==> config.mk <==
export PLATFORM = sky130hd
export DESIGN_NAME = fetch_ctrl_flat
export DESIGN_NICKNAME = d
export VERILOG_FILES = /design/src/rtl/fetch_ctrl_pkg.sv /design/src/rtl/fetch_ctrl_if.sv /design/src/rtl/fetch_ctrl_target.sv /design/src/rtl/fetch_ctrl.sv /design/src/flat_wrapper.sv
export SDC_FILE = /design/constraint.sdc
export NUM_CORES = 1
export LEC_CHECK = 0
export CAP_MARGIN = 20
export CORE_MARGIN = 4
export CORE_UTILIZATION = 50
export CTS_BUF_LIST = sky130_fd_sc_hd__clkbuf_8
export DETAILED_ROUTE_END_ITERATION = 10
export HOLD_SLACK_MARGIN = 0.08
export PLACE_DENSITY = 0.9
export SLEW_MARGIN = 10
export SYNTH_ARGS = -nofsm -noshare
export SYNTH_HDL_FRONTEND = slang
export SYNTH_SLANG_ARGS = --single-unit
==> constraint.sdc <==
create_clock -name clk -period 4.93 [get_ports clk]
set_clock_uncertainty 0.1 [all_clocks]
set_input_delay 0.7395 -clock clk [delete_from_list [all_inputs] [get_ports clk]]
set_output_delay 0.7395 -clock clk [all_outputs]
set_load 0.01 [all_outputs]
==> src/rtl/fetch_ctrl_pkg.sv <==
// fetch_ctrl_pkg: shared state encoding, branch opcodes and default addresses for fetch_ctrl.
package fetch_ctrl_pkg;
  typedef enum logic [2:0] {IDLE, REQ, WAIT, HOLD, FLUSH} state_t;
  localparam logic [2:0] BR_BRANCH = 3'b001;
  localparam logic [2:0] BR_JUMP = 3'b010;
  localparam logic [2:0] BR_JR = 3'b011;
  localparam logic [31:0] RESET_PC_DEF = 32'h0000_3000;
  localparam logic [31:0] EXC_VEC_DEF = 32'h0000_4180;
endpackage

==> src/rtl/fetch_ctrl_if.sv <==
// fetch_ctrl_if: instruction-memory, decode and redirect signals of the fetch stage.
interface fetch_ctrl_if;
  logic imem_req;
  logic [31:0] imem_addr;
  logic imem_ack;
  logic [31:0] imem_rdata;
  logic if_valid;
  logic [31:0] if_pc;
  logic [31:0] if_instr;
  logic id_stall;
  logic br_valid;
  logic [2:0] br_op;
  logic [25:0] br_imm;
  logic [31:0] br_ra;
  logic [31:0] br_pc;
  logic exc_req;
  logic eret_req;
  logic [31:0] epc;
  modport master (
    output imem_req, imem_addr, if_valid, if_pc, if_instr,
    input imem_ack, imem_rdata, id_stall, br_valid, br_op, br_imm, br_ra, br_pc, exc_req, eret_req, epc
  );
  modport slave (
    input imem_req, imem_addr, if_valid, if_pc, if_instr,
    output imem_ack, imem_rdata, id_stall, br_valid, br_op, br_imm, br_ra, br_pc, exc_req, eret_req, epc
  );
endinterface

==> src/rtl/fetch_ctrl_target.sv <==
// fetch_target: combinational next-pc selection; exception/eret inputs honoured only with FETCH_EXC_EN.
module fetch_target import fetch_ctrl_pkg::*; #(
  parameter logic [31:0] EXC_VEC = EXC_VEC_DEF
) (
  input  logic [31:0] pc,
  input  logic        br_valid,
  input  logic [2:0]  br_op,
  input  logic [25:0] br_imm,
  input  logic [31:0] br_ra,
  input  logic [31:0] br_pc,
  input  logic        exc_req,
  input  logic        eret_req,
  input  logic [31:0] epc,
  output logic        redirect,
  output logic [31:0] target,
  output logic [31:0] seq
);
  logic br_hit;
  logic [31:0] br_tgt;
  always_comb begin
    seq = pc + 32'd4;
    br_hit = br_valid && (br_op == BR_BRANCH || br_op == BR_JUMP || br_op == BR_JR);
    br_tgt = br_op == BR_BRANCH ? br_pc + {{14{br_imm[15]}}, br_imm[15:0], 2'b00} :
             br_op == BR_JUMP ? {br_pc[31:28], br_imm, 2'b00} : br_ra;
`ifdef FETCH_EXC_EN
    redirect = exc_req || eret_req || br_hit;
    target = exc_req ? EXC_VEC : eret_req ? epc : br_hit ? br_tgt : seq;
`else
    redirect = br_hit;
    target = br_hit ? br_tgt : seq;
`endif
  end
`ifndef FETCH_EXC_EN
  logic unused;
  assign unused = ^{exc_req, eret_req, epc};
`endif
endmodule

==> src/rtl/fetch_ctrl.sv <==
// fetch_ctrl: instruction fetch FSM with branch/jump redirect and flush of in-flight fetches.
// Optional exception entry/return is enabled by defining FETCH_EXC_EN.
module fetch_ctrl import fetch_ctrl_pkg::*; #(
  parameter logic [31:0] RESET_PC = RESET_PC_DEF,
  parameter logic [31:0] EXC_VEC = EXC_VEC_DEF
) (
  input logic clk,
  input logic reset,
  fetch_ctrl_if.master bus
);
  state_t state, state_nx;
  logic [31:0] pc, pc_nx, ipc, ipc_nx, ins, ins_nx, target, seq;
  logic vld, vld_nx, redirect;
  fetch_target #(.EXC_VEC(EXC_VEC)) u_target (
    .pc(pc), .br_valid(bus.br_valid), .br_op(bus.br_op), .br_imm(bus.br_imm),
    .br_ra(bus.br_ra), .br_pc(bus.br_pc), .exc_req(bus.exc_req), .eret_req(bus.eret_req),
    .epc(bus.epc), .redirect(redirect), .target(target), .seq(seq)
  );
  assign bus.imem_req = state == REQ || state == WAIT;
  assign bus.imem_addr = {pc[31:2], 2'b00};
  assign bus.if_valid = vld;
  assign bus.if_pc = ipc;
  assign bus.if_instr = ins;
  // A presented instruction is consumed on any cycle decode is not stalling.
  always_comb begin
    state_nx = state;
    pc_nx = pc;
    vld_nx = vld && bus.id_stall;
    ipc_nx = ipc;
    ins_nx = ins;
    case (state)
      IDLE: state_nx = REQ;
      REQ, WAIT: begin
        if (redirect) begin
          pc_nx = target;
          vld_nx = 1'b0;
          state_nx = bus.imem_ack ? REQ : FLUSH;
        end else if (bus.imem_ack) begin
          pc_nx = seq;
          vld_nx = 1'b1;
          ipc_nx = bus.imem_addr;
          ins_nx = bus.imem_rdata;
          state_nx = bus.id_stall ? HOLD : REQ;
        end else state_nx = WAIT;
      end
      HOLD: begin
        if (redirect) begin
          pc_nx = target;
          vld_nx = 1'b0;
          state_nx = REQ;
        end else if (!bus.id_stall) state_nx = REQ;
      end
      FLUSH: begin
        if (redirect) pc_nx = target;
        if (bus.imem_ack) state_nx = REQ;
      end
      default: state_nx = IDLE;
    endcase
  end
  always_ff @(posedge clk or posedge reset) begin
    if (reset) begin
      state <= IDLE;
      pc <= RESET_PC;
      vld <= 1'b0;
      ipc <= '0;
      ins <= '0;
    end else begin
      state <= state_nx;
      pc <= pc_nx;
      vld <= vld_nx;
      ipc <= ipc_nx;
      ins <= ins_nx;
    end
  end
endmodule

==> src/flat_wrapper.sv <==
// flat-port wrapper written by rule: the top's interface ports become plain ports
module fetch_ctrl_flat import fetch_ctrl_pkg::*;
#(
  parameter logic [31:0] RESET_PC = RESET_PC_DEF,
  parameter logic [31:0] EXC_VEC = EXC_VEC_DEF
)
  (clk, reset, bus_imem_req, bus_imem_addr, bus_if_valid, bus_if_pc, bus_if_instr, bus_imem_ack, bus_imem_rdata, bus_id_stall, bus_br_valid, bus_br_op, bus_br_imm, bus_br_ra, bus_br_pc, bus_exc_req, bus_eret_req, bus_epc);
  fetch_ctrl_if bus_i ();
  input logic clk;
  input logic reset;
  output wire logic [$bits(bus_i.imem_req)-1:0] bus_imem_req;
  output wire logic [$bits(bus_i.imem_addr)-1:0] bus_imem_addr;
  output wire logic [$bits(bus_i.if_valid)-1:0] bus_if_valid;
  output wire logic [$bits(bus_i.if_pc)-1:0] bus_if_pc;
  output wire logic [$bits(bus_i.if_instr)-1:0] bus_if_instr;
  input wire logic [$bits(bus_i.imem_ack)-1:0] bus_imem_ack;
  input wire logic [$bits(bus_i.imem_rdata)-1:0] bus_imem_rdata;
  input wire logic [$bits(bus_i.id_stall)-1:0] bus_id_stall;
  input wire logic [$bits(bus_i.br_valid)-1:0] bus_br_valid;
  input wire logic [$bits(bus_i.br_op)-1:0] bus_br_op;
  input wire logic [$bits(bus_i.br_imm)-1:0] bus_br_imm;
  input wire logic [$bits(bus_i.br_ra)-1:0] bus_br_ra;
  input wire logic [$bits(bus_i.br_pc)-1:0] bus_br_pc;
  input wire logic [$bits(bus_i.exc_req)-1:0] bus_exc_req;
  input wire logic [$bits(bus_i.eret_req)-1:0] bus_eret_req;
  input wire logic [$bits(bus_i.epc)-1:0] bus_epc;
  assign bus_imem_req = bus_i.imem_req;
  assign bus_imem_addr = bus_i.imem_addr;
  assign bus_if_valid = bus_i.if_valid;
  assign bus_if_pc = bus_i.if_pc;
  assign bus_if_instr = bus_i.if_instr;
  assign bus_i.imem_ack = bus_imem_ack;
  assign bus_i.imem_rdata = bus_imem_rdata;
  assign bus_i.id_stall = bus_id_stall;
  assign bus_i.br_valid = bus_br_valid;
  assign bus_i.br_op = bus_br_op;
  assign bus_i.br_imm = bus_br_imm;
  assign bus_i.br_ra = bus_br_ra;
  assign bus_i.br_pc = bus_br_pc;
  assign bus_i.exc_req = bus_exc_req;
  assign bus_i.eret_req = bus_eret_req;
  assign bus_i.epc = bus_epc;
  fetch_ctrl #(.RESET_PC(RESET_PC), .EXC_VEC(EXC_VEC)) u_core (.clk(clk), .reset(reset), .bus(bus_i));
endmodule
## Word-level counts from Yosys, hierarchy flattened

Index checks and enable logic that the tools add are counted.

| storage, ports and cells | value |
|---|---|
| input port bits | 164 |
| register bits | 98 |
| word-level logic and storage cells | 49 |

| cells by class | value |
|---|---|
| bitwise gates (word level) | 1 |
| equality and inequality tests | 11 |
| reductions and logical operators | 12 |
| add/subtract/negate cells | 2 |
| mux-type cells | 18 |

Operators with widths:

| kind | number |
|---|---|
| two-way mux 32 bit | 5 |
| one-hot mux 32 bit (2 select lines) | 1 |
| adder 32 x 3 -> 32 bit (second input constant) | 1 |
| adder 32 bit | 1 |
| two-way mux 3 bit | 6 |
| equality test 3 x 2 -> 1 bit (second input constant) | 4 |
| one-hot mux 3 bit (4 select lines) | 1 |
| equality test 3 x 1 -> 1 bit (second input constant) | 2 |
| != test 3 x 2 -> 1 bit (second input constant) | 2 |
| AND reduction 3 bit | 2 |
| OR reduction 2 bit | 2 |
| equality test 3 bit (second input constant) | 1 |
| zero test 3 bit | 1 |
| logical OR 1 bit | 3 |
| two-way mux 1 bit | 3 |
| logical AND 1 bit | 2 |
| two-way mux 2 bit | 1 |
| != test 2 x 1 -> 1 bit (second input constant) | 1 |
| != test 2 bit (second input constant) | 1 |
| one-hot mux 1 bit (2 select lines) | 1 |
| AND reduction 2 bit | 1 |
| nonzero test 2 bit | 1 |
| inverter 1 bit | 1 |

## Longest topological paths before layout

| logic depth | value |
|---|---|
| word-level depth | 6 |
| gate-level depth with buffers | 10 |
| depth with buffers taken out | 10 |

## Cells and area by module

Synthesis repeated with hierarchy kept, for this count alone.

| unflattened totals | value |
|---|---|
| cell total of the unflattened synthesis | 776 |
| area total of the unflattened synthesis | 7557.2 µm² |

Modules (own cells, without submodules):

| module | instances | area each (µm²) | seq. area each (µm²) | cells each |
|---|---|---|---|---|
| fetch_ctrl | 1 | 4381.7 | 2454.9 | 300 |
| fetch_target | 1 | 3175.5 | 0.0 | 476 |

## Worst setup path before layout

Ideal clock, no wire load.

| timing path | value |
|---|---|
| path kind | input port to flip-flop |
| from | input port bus_br_pc[2] |
| to | register u_core.pc[28] |
| data required time | 4692 ps |
| setup slack | 2012 ps |
| arrival time | 2680 ps |
| stages | 10 |
| cells stage by stage | ha_1 -> fa_1 -> a211oi_2 -> o21ai_1 -> a21o_1 -> a21oi_2 -> o31ai_2 -> a311oi_2 -> xor2_1 -> a21oi_1 |

| between the ends | value |
|---|---|
| cells in the longest elaborated chain, start to end | 4 |
| elaborated cells on any way between the ends | 5 |
| those cells by class | add/sub (1); mux (4) |

Ends and longest elaborated chain:

| item | RTL line | RTL |
|---|---|---|
| start: declaration | flat_wrapper.sv:23 | `input wire logic [$bits(bus_i.br_pc)-1:0] bus_br_pc;` |
| adder 32 bit (*) | fetch_ctrl_target.sv:23 | `br_tgt = br_op == BR_BRANCH ? br_pc + {{14{br_imm[15]}}, br_imm[15:0], 2'b00} :` |
| two-way mux 32 bit (*) | fetch_ctrl_target.sv:23 |  |
| two-way mux 32 bit (on tied branches) | fetch_ctrl.sv:47, fetch_ctrl.sv:54, fetch_ctrl.sv:34 |  |
| one-hot mux 32 bit (2 select lines) (*) | fetch_ctrl.sv:31 | `case (state)` |
| end signal: assignment | fetch_ctrl.sv:69 | `pc <= pc_nx;` |
| end: declaration | fetch_ctrl.sv:12 | `logic [31:0] pc, pc_nx, ipc, ipc_nx, ins, ins_nx, target, seq;` |

Every way passes the cells marked *; elsewhere a longest branch is shown, timed or not. The select of a mux whose other input is x is not followed.
A chain may end at the register's enable or synchronous reset.

## Worst setup path in the final report

| timing path | value |
|---|---|
| from | input port bus_br_imm[15] |
| to | register u_core.pc[29] |

| between the ends | value |
|---|---|
| cells in the longest elaborated chain, start to end | 4 |
| elaborated cells on any way between the ends | 5 |
| those cells by class | add/sub (1); mux (4) |

Ends and longest elaborated chain:

| item | RTL line | RTL |
|---|---|---|
| start: declaration | flat_wrapper.sv:21 | `input wire logic [$bits(bus_i.br_imm)-1:0] bus_br_imm;` |
| adder 32 bit (*) | fetch_ctrl_target.sv:23 |  |
| two-way mux 32 bit (*) | fetch_ctrl_target.sv:23 |  |
| two-way mux 32 bit (on tied branches) | fetch_ctrl.sv:47, fetch_ctrl.sv:54, fetch_ctrl.sv:34 |  |
| one-hot mux 32 bit (2 select lines) (*) | fetch_ctrl.sv:31 |  |

Marked as above.

==> results.md <==
* Total power at 4310 uW
* Worst min-delay path class: reg -> reg
* Area growth syn-to-layout at 34.9%
* Crit-path max FO at 16
* Worst-case clock buffer depth at 2
* Skew-Pair Late Insertion Delay at ~0.37 ns
* Area share of the largest cell type after synthesis at 0.344
* Most frequent cell after synthesis: nand2_1
* Slowest-stage cell, CP: clkdlybuf4s50_1
* Hold path startpoint: u_core.bus.if_instr[28]
* Outcome: complete, no violations
* Flop2flop setup slack at 2.10 ns
* Relative slew margins at 0.468
* Routed wire length at 21.1 mm
* Synth unique cells at 86
* Worst slew pin tran at roughly 0.8 ns
* Origin of the critical flop-to-flop path: u_core.state[2]
* FMAX at 287 MHz
* Post-synthesis async set-or-reset flop share at 1.00
* Layout cell share with drive strength beyond 1 at 0.0621
* Largest net degree at the start of global routing at 70
* # resized after CTS at 0
* DIE WIDTH at 125 microns
* Final TNS setup at 0 ns
* Peak VDD IR at 0.186 mV
* Tcrit/Tclk final at 0.706
* Leading cell types by count after synthesis: nand2_1 (271), dfrtp_1 (94), a21oi_1 (83), o21ai_0 (45), nor2_1 (43)
* #FFs+latches synth at 96
* Row Count at 42
* DR WL/cell at 17.1 microns
* Detailed Route Iter0 Violations at 725
* RSZ-0062 raised after global routing: false
* Core area at 0.0133 sq mm
* # diodes at 0
* Worst-path clk slew at 0.10 ns
* Max-cap viol count at 0
* Met2 WL at 9.97 mm
* CTS tree: done
* Gr usage total at 0.262
* Drc violations at 0
* Final Non-Filler Cells at 1238
* YS warnings at 0
* WHS Path Cells at 2
* Hold endpoint: u_core.bus.if_instr[28]
* CP endpoint kind: register
* Global placer's final weighted congestion at approximately 0.9
* Clock root buffer: clkbuf_8
* End of the worst register-to-register path: u_core.bus.if_pc[11]
* Syn_area_per_cell at 7.87 sq um
* Syn Inst Count at 869
* Number of global-route vias before repair at 6843
* Minimum clock period at 3.48 ns
* Leak at between 0.004 and 0.005 uW
* Design area at roughly 0.0092 sq mm
* CTS Buf Count at 9
* Met3 WL post-DR at 1.61 mm
* CP max stage delay at 0.77 ns
* Area after DPL at about 0.0090 sq mm
* Avg Vias per Cell at 5.69
* Port Buffer Count at 219
* Routed length on met1 at roughly 9 mm
* Multi-input logic area at 0.00412 sq mm
* Top post-synthesis cells by area: dfrtp_1 (34%), nand2_1 (15%), a21oi_1 (6.1%)
* Post-DP HPWL at 16.2 mm
* Initial Util at 0.513
* Die Y-Extent at 125 microns
* # setup viols final at 0
* FF+latch area at 0.00240 sq mm
* I/O pin count at 262
* Die area at roughly 0.016 sq mm
* Initial antenna violation count at 0
* Sequential-to-total area share from yosys stat at 0.351
* Global-route wire length before repair at 34.3 mm
* Nets at 1252
* Remaining antenna violation count at 0
* Grt ovf at 0
* Crit path cell chain: clkdlybuf4s50_1, ha_1, nand4_1, nor4_2, o41ai_2, a21oi_2, o211ai_1, mux2_1, a21oi_1
* WS Path Type: in -> reg
* Clock sink count at 96
* Critical Path AT at 3.68 ns
* Final Util at 0.691
* Final count of hold timing violations at 0
* Max layer used: met4
* Post-synth EDFFs at 0
* Hold-fix buffer count after cts at 0
* Post-CTS Setup Inserts at 0
* Worst R2R Path Depth at 7
* H-Tree Depth at 3
* Critical Path RT at 5.13 ns
* Max-slew violation count at 0
* Pwr per Cell Area at around 470 mW/mm^2
* Prevailing post-synth register cell: dfrtp_1
* # fillers at 1086
* Placed insts at 1222
* Drt pass-1 iters at 5
* Via count at between 7000 and 8000
* Post-Syn Area at about 0.007 sq mm
* CP startpoint kind: primary input
* Synth area leader: dfrtp_1
[sequential cells by signal, summed over array words and instances, names as in the netlist]
name	count
u_core.bus.if_instr	32
u_core.state	3
u_core.bus.if_pc	30
u_core.pc	30
u_core.bus.if_valid	1
[layout make-up]
cell class / instances / share of cell area
Clock buffer: 9 / 0.0134
Clock inverter: 7 / 0.00786
Inverter: 11 / 0.00475
Multi-Input combinational cell: 713 / 0.446
Sequential cell: 96 / 0.261
Tap cell: 176 / 0.0239
Timing Repair Buffer: 226 / 0.243
[per-stage QoR]
| step | setup WS, ns | hold WS, ns |
|---|---|---|
| final | 1.45 | 0.379 |
| after CTS | 1.47 | 0.383 |
| after global routing | 1.21 | 0.406 |
| after global placement | 1.08 | 0.356 |
| after floorplan | 1.59 | 0.404 |
| after detailed placement | 1.08 | 0.361 |
[how the worst max path moves through the flow]
stage / from / end / slack [ns] / cells past startpoint
floorplan: reset / u_core.bus.if_instr[0] / 1.59 / 1
global placement: bus_br_imm[15] / u_core.pc[27] / 1.08 / 10
detailed placement: bus_br_imm[15] / u_core.pc[27] / 1.08 / 10
CTS: bus_br_imm[15] / u_core.pc[27] / 1.47 / 10
global route: bus_br_imm[15] / u_core.pc[27] / 1.21 / 10
finish: bus_br_imm[15] / u_core.pc[29] / 1.45 / 9
[placed cells by master, fill, tap and decap left out, types with 3 or more instances in the layout]
master           Yosys  routed
a31oi_1             13      13
buf_4               11       7
a32oi_1              4       4
and3_1               6       6
clkbuf_8             0       9
a21oi_2              4       4
a21o_1              12      12
inv_1               11      11
ha_1                30      30
o211ai_1             4       4
or3_1                4       4
o21bai_1             4       4
a21oi_1             83      83
o21ai_0             45      45
nor3_1               8       8
a211oi_1             5       5
nor2_1              43      43
nand2_1            271     271
o21ai_1             11      11
a31o_1               3       3
nor2b_1              6       6
dfrtp_1             94      94
xnor2_1             16      16
o221ai_1             4       4
mux2i_1             10      10
and4_1               4       4
conb_1               1       4
o22ai_1              5       5
nand3_1             20      20
nand4_1             12      12
and2_1               6       6
a221oi_1             3       3
clkdlybuf4s50_1      0     219
xor2_1              10      10
[critical path, delay by kind of cell]
| family | cells | cell delay [ns] |
|---|---|---|
| buffers and inverters | 1 | 0.77 |
| adders and majority gates | 1 | 0.67 |
| AOI/OAI and AO/OA | 4 | 0.60 |
| and+or+nand+nor | 2 | 0.57 |
| muxes | 1 | 0.33 |
[metal layers]
metal  vias up  global-route usage
met5         -                   0
met4         0              0.0925
met3        30              0.0358
met2       363               0.429
met1      3235               0.359
li1       3413                   -
[where the power goes]
group          leakage (uW)  switching, uW  internal [uW]
Clock              0.000101            289            236
Combinational       0.00274           1140           1120
Sequential          0.00116            364           1160
Total               0.00400           1790           2520
[logic make-up after synthesis]
group / after synthesis / share of synthesized area
AO/OA/AOI/OAI: 232 / 0.219
flip-flops: 96 / 0.351
other: 1 / 0.000548
adder cells (fa/ha/maj): 31 / 0.0578
buffers and inverters: 63 / 0.0492
multiplexers: 11 / 0.0163
XOR/XNOR: 26 / 0.0333
AND/OR/NAND/NOR: 409 / 0.273
Power figures use the tool's default switching activity.
